--- config.mk ---
export PLATFORM = sky130hd
export DESIGN_NAME = instruction_fetch_controller
export DESIGN_NICKNAME = d
export VERILOG_FILES = /design/src/rtl/fetch_pkg.sv /design/src/rtl/instruction_fetch_controller.sv
export SDC_FILE = /design/constraint.sdc
export NUM_CORES = 1
export LEC_CHECK = 0
export ABC_AREA = 1
export CAP_MARGIN = 0
export CORE_ASPECT_RATIO = 0.75
export CORE_MARGIN = 3
export CORE_UTILIZATION = 40
export CTS_CLUSTER_SIZE = 25
export DETAILED_ROUTE_END_ITERATION = 8
export GPL_TIMING_DRIVEN = 0
export PLACE_DENSITY = 0.72
export SETUP_SLACK_MARGIN = 0.1
export SYNTH_ARGS = -nofsm -noshare
export SYNTH_HDL_FRONTEND = slang
export SYNTH_SLANG_ARGS = --single-unit
export TNS_END_PERCENT = 1
--- constraint.sdc ---
create_clock -name clk -period 1.95 [get_ports clk]
set_input_delay 0.39 -clock clk [delete_from_list [all_inputs] [get_ports clk]]
set_output_delay 0.39 -clock clk [all_outputs]
set_load 0.1 [all_outputs]
--- src/rtl/fetch_pkg.sv ---
// Shared encodings and default widths for the instruction fetch controller.
package fetch_pkg;

    localparam int               ADDR_WIDTH_DEF = 16;
    localparam int               DATA_WIDTH_DEF = 32;
    localparam logic [15:0]      RESET_PC_DEF   = 16'h0000;
    localparam int               WAIT_WIDTH     = 4;
    localparam int               COUNT_WIDTH    = 16;

    typedef enum logic [1:0] {
        FETCH  = 2'd0,
        VALID  = 2'd1,
        HALTED = 2'd2
    } fetch_state_e;

endpackage

--- src/rtl/instruction_fetch_controller.sv ---
// Owns the PC, sequences the combinational instruction memory and hands each
// fetched word to decode over a valid/ready handshake.
//
// state  | meaning
// FETCH  | address held on memory, counting down wait_cnt before sampling
// VALID  | ir/ir_pc hold an undelivered instruction
// HALTED | parked at an instruction boundary, pc frozen
module instruction_fetch_controller
    import fetch_pkg::*;
#(
    parameter int                    ADDR_WIDTH  = ADDR_WIDTH_DEF,
    parameter int                    DATA_WIDTH  = DATA_WIDTH_DEF,
    parameter logic [ADDR_WIDTH-1:0] RESET_PC    = RESET_PC_DEF[ADDR_WIDTH-1:0],
    parameter int                    PC_STEP     = 1,
    parameter int                    WAIT_CYCLES = 1
) (
    input  logic                   clk,
    input  logic                   rst_n,
    output logic [ADDR_WIDTH-1:0]  inst_address,
    input  logic [DATA_WIDTH-1:0]  read_data,
    output logic [DATA_WIDTH-1:0]  ir,
    output logic [ADDR_WIDTH-1:0]  ir_pc,
    output logic                   ir_valid,
    input  logic                   ir_ready,
    input  logic                   redirect_valid,
    input  logic [ADDR_WIDTH-1:0]  redirect_pc,
    input  logic                   halt,
    output logic                   halted,
    output logic [COUNT_WIDTH-1:0] fetch_count
);

    localparam logic [WAIT_WIDTH-1:0] WAIT_RELOAD = WAIT_WIDTH'(WAIT_CYCLES - 1);
    localparam logic [ADDR_WIDTH-1:0] PC_INC      = ADDR_WIDTH'(PC_STEP);

    fetch_state_e          state;
    fetch_state_e          state_next;
    logic [ADDR_WIDTH-1:0] pc;
    logic [WAIT_WIDTH-1:0] wait_cnt;
    logic                  handshake;
    logic                  fetch_done;

    assign inst_address = pc;
    assign handshake    = (state == VALID) && ir_ready;
    assign fetch_done   = (state == FETCH) && (wait_cnt == '0);

    always_ff @(posedge clk or negedge rst_n) begin
        if (!rst_n) begin
            state <= FETCH;
        end else begin
            state <= state_next;
        end
    end

    always_comb begin
        state_next = state;
        case (state)
            FETCH: begin
                if (fetch_done) begin
                    state_next = VALID;
                end
            end
            VALID: begin
                if (handshake) begin
                    state_next = halt ? HALTED : FETCH;
                end
            end
            HALTED: begin
                if (!halt) begin
                    state_next = FETCH;
                end
            end
            default: state_next = FETCH;
        endcase
        // A redirect only leaves HALTED once halt has been released.
        if (redirect_valid) begin
            state_next = (state == HALTED && halt) ? HALTED : FETCH;
        end
    end

    always_comb begin
        ir_valid = 1'b0;
        halted   = 1'b0;
        case (state)
            VALID:   ir_valid = 1'b1;
            HALTED:  halted   = 1'b1;
            default: begin
                ir_valid = 1'b0;
                halted   = 1'b0;
            end
        endcase
    end

    always_ff @(posedge clk or negedge rst_n) begin
        if (!rst_n) begin
            pc       <= RESET_PC;
            wait_cnt <= WAIT_RELOAD;
            ir       <= '0;
            ir_pc    <= '0;
        end else if (redirect_valid) begin
            pc       <= redirect_pc;
            wait_cnt <= WAIT_RELOAD;
        end else begin
            case (state)
                FETCH: begin
                    if (wait_cnt != '0) begin
                        wait_cnt <= wait_cnt - 1'b1;
                    end else begin
                        ir       <= read_data;
                        ir_pc    <= pc;
                        pc       <= pc + PC_INC;
                        wait_cnt <= WAIT_RELOAD;
                    end
                end
                HALTED: begin
                    if (!halt) begin
                        wait_cnt <= WAIT_RELOAD;
                    end
                end
                default: begin
                    wait_cnt <= wait_cnt;
                end
            endcase
        end
    end

    // Handshakes count even when a redirect lands in the same cycle.
    always_ff @(posedge clk or negedge rst_n) begin
        if (!rst_n) begin
            fetch_count <= '0;
        end else if (handshake) begin
            fetch_count <= fetch_count + 1'b1;
        end
    end

endmodule

Yosys cells after proc, flatten, opt, wreduce, memory -nomap -nowiden
Index checks and enable logic that the tools add are counted.
W data, S select, Z words.
- bits in registers: 86
- input port bits: 53
- output and inout bits: 82
- word-level logic and storage cells: 45
- $add $sub $neg: 3
- eq/ne operators: 6
- multiplexer cells: 16
- bitwise operators: 2
- reductions and logical operators: 12
- operator list (cell ; number):
    $mux W16 ; 3
    $add A16 B1 Y16 const B ; 2
    $mux W2 ; 6
    $mux W4 ; 3
    $ne A3 B3 Y1 const B ; 3
    $pmux W4 S2 ; 1
    $pmux W2 S3 ; 1
    $reduce_and A3 Y1 ; 2
    $logic_not A4 Y1 ; 1
    $reduce_and A2 Y1 ; 2
    $reduce_bool A4 Y1 ; 1
    $sub A4 B1 Y4 const B ; 1
    $logic_and A1 B1 Y1 ; 3
    $reduce_bool A3 Y1 ; 1
    $eq A2 B1 Y1 const B ; 1
    $eq A2 B2 Y1 const B ; 1
    $logic_not A2 Y1 ; 1
    $mux W1 ; 2
    $ne A2 B2 Y1 const B ; 1
    $not A1 Y1 ; 2
    $reduce_bool A2 Y1 ; 1

Logic depth before layout (Yosys ltp)
- depth in word-level cells: 5
- depth in mapped cells: 11
- depth with buffers taken out: 10

Worst setup path after synthesis
Ideal clock, no wire load.
- kind: flip-flop to flip-flop
- start point: register pc[1], in the netlist inst_address[1]
- end point: register pc[14], in the netlist inst_address[14]
- setup time: 0.121 ns
- arrival time: 2.018 ns
- data required time: 1.829 ns
- setup slack: -0.189 ns
- cell stages (with the launch flop): 9
- path buffers: 0
- period minus slack after synthesis: 2.139 ns
- cell sequence: dfrtp_1 -> ha_1 -> nand3_1 -> nor2_1 -> nand3_1 -> nor2_1 -> inv_1 -> nand3_1 -> nand2_1
- cells in the longest elaborated chain, start to end: 4
- ends and longest elaborated chain (element ; line ; text):
    start: declaration ; instruction_fetch_controller.sv:37 ; logic [ADDR_WIDTH-1:0] pc;
    start signal: assignment ; instruction_fetch_controller.sv:100 ; pc <= redirect_pc;
    start signal: assignment ; instruction_fetch_controller.sv:110 ; pc <= pc + PC_INC;
    $add A16 B1 Y16 ; instruction_fetch_controller.sv:110 ;
    $mux W16 ; instruction_fetch_controller.sv:105 ; if (wait_cnt != '0) begin
    $mux W16 ; instruction_fetch_controller.sv:103 ; case (state)
    $mux W16 ; instruction_fetch_controller.sv:99 ; end else if (redirect_valid) begin
Every way passes these cells. The select of a mux whose other input is x is not followed.
A chain may end at the register's enable or synchronous reset.

Final worst setup path
- start point: register pc[6], in the netlist inst_address[6]
- end point: output inst_address[6]
- RTL lines (element ; line ; text):
    end: declaration ; instruction_fetch_controller.sv:19 ; output logic [ADDR_WIDTH-1:0] inst_address,
No word-level cell between the ends.

==> results.sh <==
export IMPL_cts_htree_levels=3
export IMPL_worst_path_buf_inv=1
export IMPL_area_delta_synth_final_pct=48.26
export IMPL_netlist_instances=496
export IMPL_worstSetupPathType="reg -> out"
export IMPL_arrival_ps=1450
export IMPL_diodes=0
export IMPL_fin_hold_ws_ps=6.472
export IMPL_timing_rr_start="wait_cnt[0]$_DFFE_PN0P_"
export IMPL_r2r_end="ir[21]$_DFFE_PN0P_"
export IMPL_io_buffer_count=134
export IMPL_reg2reg_depth=10
export IMPL_crit_required_ps=1560
export IMPL_yosys_top_cells_area="dfrtp_1, nand2_1, nand3_1, inv_1, nor2_1"
export IMPL_power_density_mw_per_mm2=1252
export IMPL_synth_area_mm2=0.003993
export IMPL_die_area_mm2=0.01123
export IMPL_max_stage_delay_ps=610
export IMPL_routabilityCongestion=0.8825
export IMPL_final_cells=775
export IMPL_status="finished, final reports clean"
export IMPL_grt_remaining_overflow=0
export IMPL_peakVddDrop_v=0.0006368
export IMPL_viasPerCell=4.788
export IMPL_setup_slack_ps=114.6
export IMPL_fin_nets=699
export IMPL_setup_violations=0
export IMPL_drtIter0Drc=234
export IMPL_skew_ps=11.21
export IMPL_avgSynthCellArea_um2=8.050
export IMPL_sw_frac_of_total_pct=48.11
export IMPL_maxSlewViolCount=0
export IMPL_max_slew_margin_rel_pct=61.54
export IMPL_cts_sinks=86
export IMPL_cell_internal_pwr_w=0.003845
export IMPL_synth_top_area_cell="dfrtp_1"
export IMPL_timing_final_crit_share_pct=94.12
export IMPL_cp_startpoint="inst_address[6]$_DFFE_PN0P_"
export IMPL_place_ws_ps=-199.7
export IMPL_critPathSlowestCell="clkdlybuf4s15_2"
export IMPL_clk_pin_slew_ps=60
export IMPL_cp_top_family="buffers and inverters"
export IMPL_final_core_util_pct=63.08
export IMPL_routed_wl_mm=10.86
export IMPL_ys_warn_count=0
export IMPL_num_rows=30
export IMPL_cts_tree="yes"
export IMPL_grt_start_max_net_pins=53
export IMPL_grt_pass1_vias=3615
export IMPL_postCtsSetupBuffers=0
export IMPL_p_leak_nw=2.942
export IMPL_clockBufferDepth=2
export IMPL_dp_final_hpwl_mm=8.075
export IMPL_r2r_slack_ps=200
export IMPL_die_width_um=121.4
export IMPL_initial_core_util_pct=42.55
export IMPL_ys_ff_latch=86
export IMPL_insertion_delay_ps=340
export IMPL_drive_above_1_share_pct=18.55
export IMPL_path_cells="clkdlybuf4s15_2"
export IMPL_dpl_cell_count=759
export IMPL_worst_path_max_fanout=7
export IMPL_yosysSeqAreaShare_pct=53.90
export IMPL_vias=3711
export IMPL_grt_pass1_wl_mm=17.87
export IMPL_wl_per_cell_um=14.01
export IMPL_cts_root_buf="clkbuf_16"
export IMPL_tightest_slew_ps=576.9
export IMPL_grtUsageTotal_pct=19.90
export IMPL_drt_pass1_iterations=5
export IMPL_cts_buffers=9
export IMPL_p_switching_w=0.003564
export IMPL_yosys_cell_types_count=26
export IMPL_synth_net_count=553
export IMPL_finalCriticalPeriod_ps=1835
export IMPL_crit_path_end_kind="output pin"
export IMPL_io_pins=135
export IMPL_power_clock_fraction_pct=23.9
export IMPL_grt_antenna_before_repair=0
export IMPL_rsz0062_at_grt="true"
export IMPL_fmax_ghz=0.5448
export IMPL_core_area_mm2=0.009384
export IMPL_post_route_drc_count=0
export IMPL_dieHeight_um=92.52
export IMPL_p_comb_share_pct=44.7
export IMPL_seqPwrFrac_pct=31.5
export IMPL_hold_viol=0
export IMPL_cp_start_kind="flop"
export IMPL_max_cap_viol_count=0
export IMPL_antenna_left=0
export IMPL_hold_class="in -> async"
export IMPL_synth_top_area_share_pct=53.90
==> kinds of logic (layout without fill, tap and decap cells) <==
group / Yosys count / after routing / synth area share [%]
and+or+nand+nor: 300 / 300 / 30.77
DFF: 86 / 86 / 53.90
buffers and inverters: 61 / 212 / 6.330
AOI/OAI and AO/OA: 29 / 29 / 4.231
xor gates and xnor gates: 16 / 16 / 3.510
adders and majority gates: 4 / 4 / 1.254
==> metrics by stage <==
stage                     TNS [ps]  area [um2]  total power [W]
final                            0        5919         0.007409
after global routing             0        5919         0.007701
after CTS                   -128.9        5924         0.007468
after detailed placement     -1211        5523         0.005768
after global placement     -232260        5498         0.005726
after floorplan             -548.3        3996         0.004831
==> worst max-delay path by stage <==
stage | slack [ps] | cells past startpoint | to
after floorplan | -160 | 8 | inst_address[14]$_DFFE_PN0P_
after global placement | -3010 | 1 | inst_address[1]$_DFFE_PN0P_
after detailed placement | -200 | 3 | halted
after CTS | -130 | 1 | inst_address[2]
after global routing | 30 | 10 | ir[21]$_DFFE_PN0P_
final | 110 | 1 | inst_address[6]
==> cell usage after synthesis <==
| cell type | number |
|---|---|
| a21oi_1 | 1 |
| nor2_4 | 1 |
| xnor2_1 | 5 |
| nor3_4 | 1 |
| ha_1 | 4 |
| nand2_4 | 1 |
| nand4_1 | 5 |
| buf_4 | 2 |
| inv_2 | 2 |
| nand2_2 | 3 |
| dfrtp_1 | 86 |
| nand2_1 | 209 |
| nand3_1 | 37 |
| inv_1 | 44 |
| o21bai_1 | 1 |
| nor3_1 | 3 |
| xor2_1 | 11 |
| nor2_2 | 2 |
| a31oi_1 | 1 |
| buf_6 | 1 |
| o211ai_1 | 7 |
| o22ai_1 | 2 |
| o21ai_0 | 17 |
| buf_2 | 7 |
| nor2_1 | 38 |
| clkbuf_1 | 5 |
==> final cells by class <==
cell class	instances	area (um2)
Clock buffer	14	274.0
Clock inverter	2	38.79
Inverter	46	172.7
Sequential cell	86	2153
Tap cell	128	160.2
Buffer	15	80.08
Timing Repair Buffer	135	1450
Fill cell	795	3465
Multi-Input combinational cell	349	1590
==> power by group through the flow <==
stage | Combinational, W | Sequential, W | Clock [W]
final | 0.00331 | 0.00233 | 0.00177
after global routing | 0.00345 | 0.00238 | 0.00187
after CTS | 0.00333 | 0.00233 | 0.00181
after detailed placement | 0.00341 | 0.00236 | 0
after global placement | 0.00338 | 0.00235 | 0
after floorplan | 0.000465 | 0.00437 | 0
==> sequential cells by signal, summed over array words and instances (netlist names) <==
signal and count:
ir 32, inst_address 16, ir_pc 16, fetch_count 16
state 2, wait_cnt 4
==> what timing repair did <==
action                     4_1_cts  5_1_grt
setup endpoints to repair       82       26
hold buffers                     0        0
gates resized for setup        249        1
==> metal layers <==
metal	vias up	global-route usage [%]	wire, um
li1	1842	-	-
met1	1747	27.44	5180
met2	113	32.00	4931
met3	9	4.579	666
met4	0	4.664	78
met5	-	0	0
==> cells in the final DEF (no fill, tap or decap), types with 9 or more instances in the layout <==
cell type / count
nand2_1: 209
nand3_1: 37
clkdlybuf4s15_2: 79
dfrtp_1: 85
inv_1: 44
xor2_1: 11
buf_2: 9
clkdlybuf4s50_1: 51
nor2_1: 37
clkbuf_16: 9
o21ai_0: 17
(Power assumes the default switching activity.)
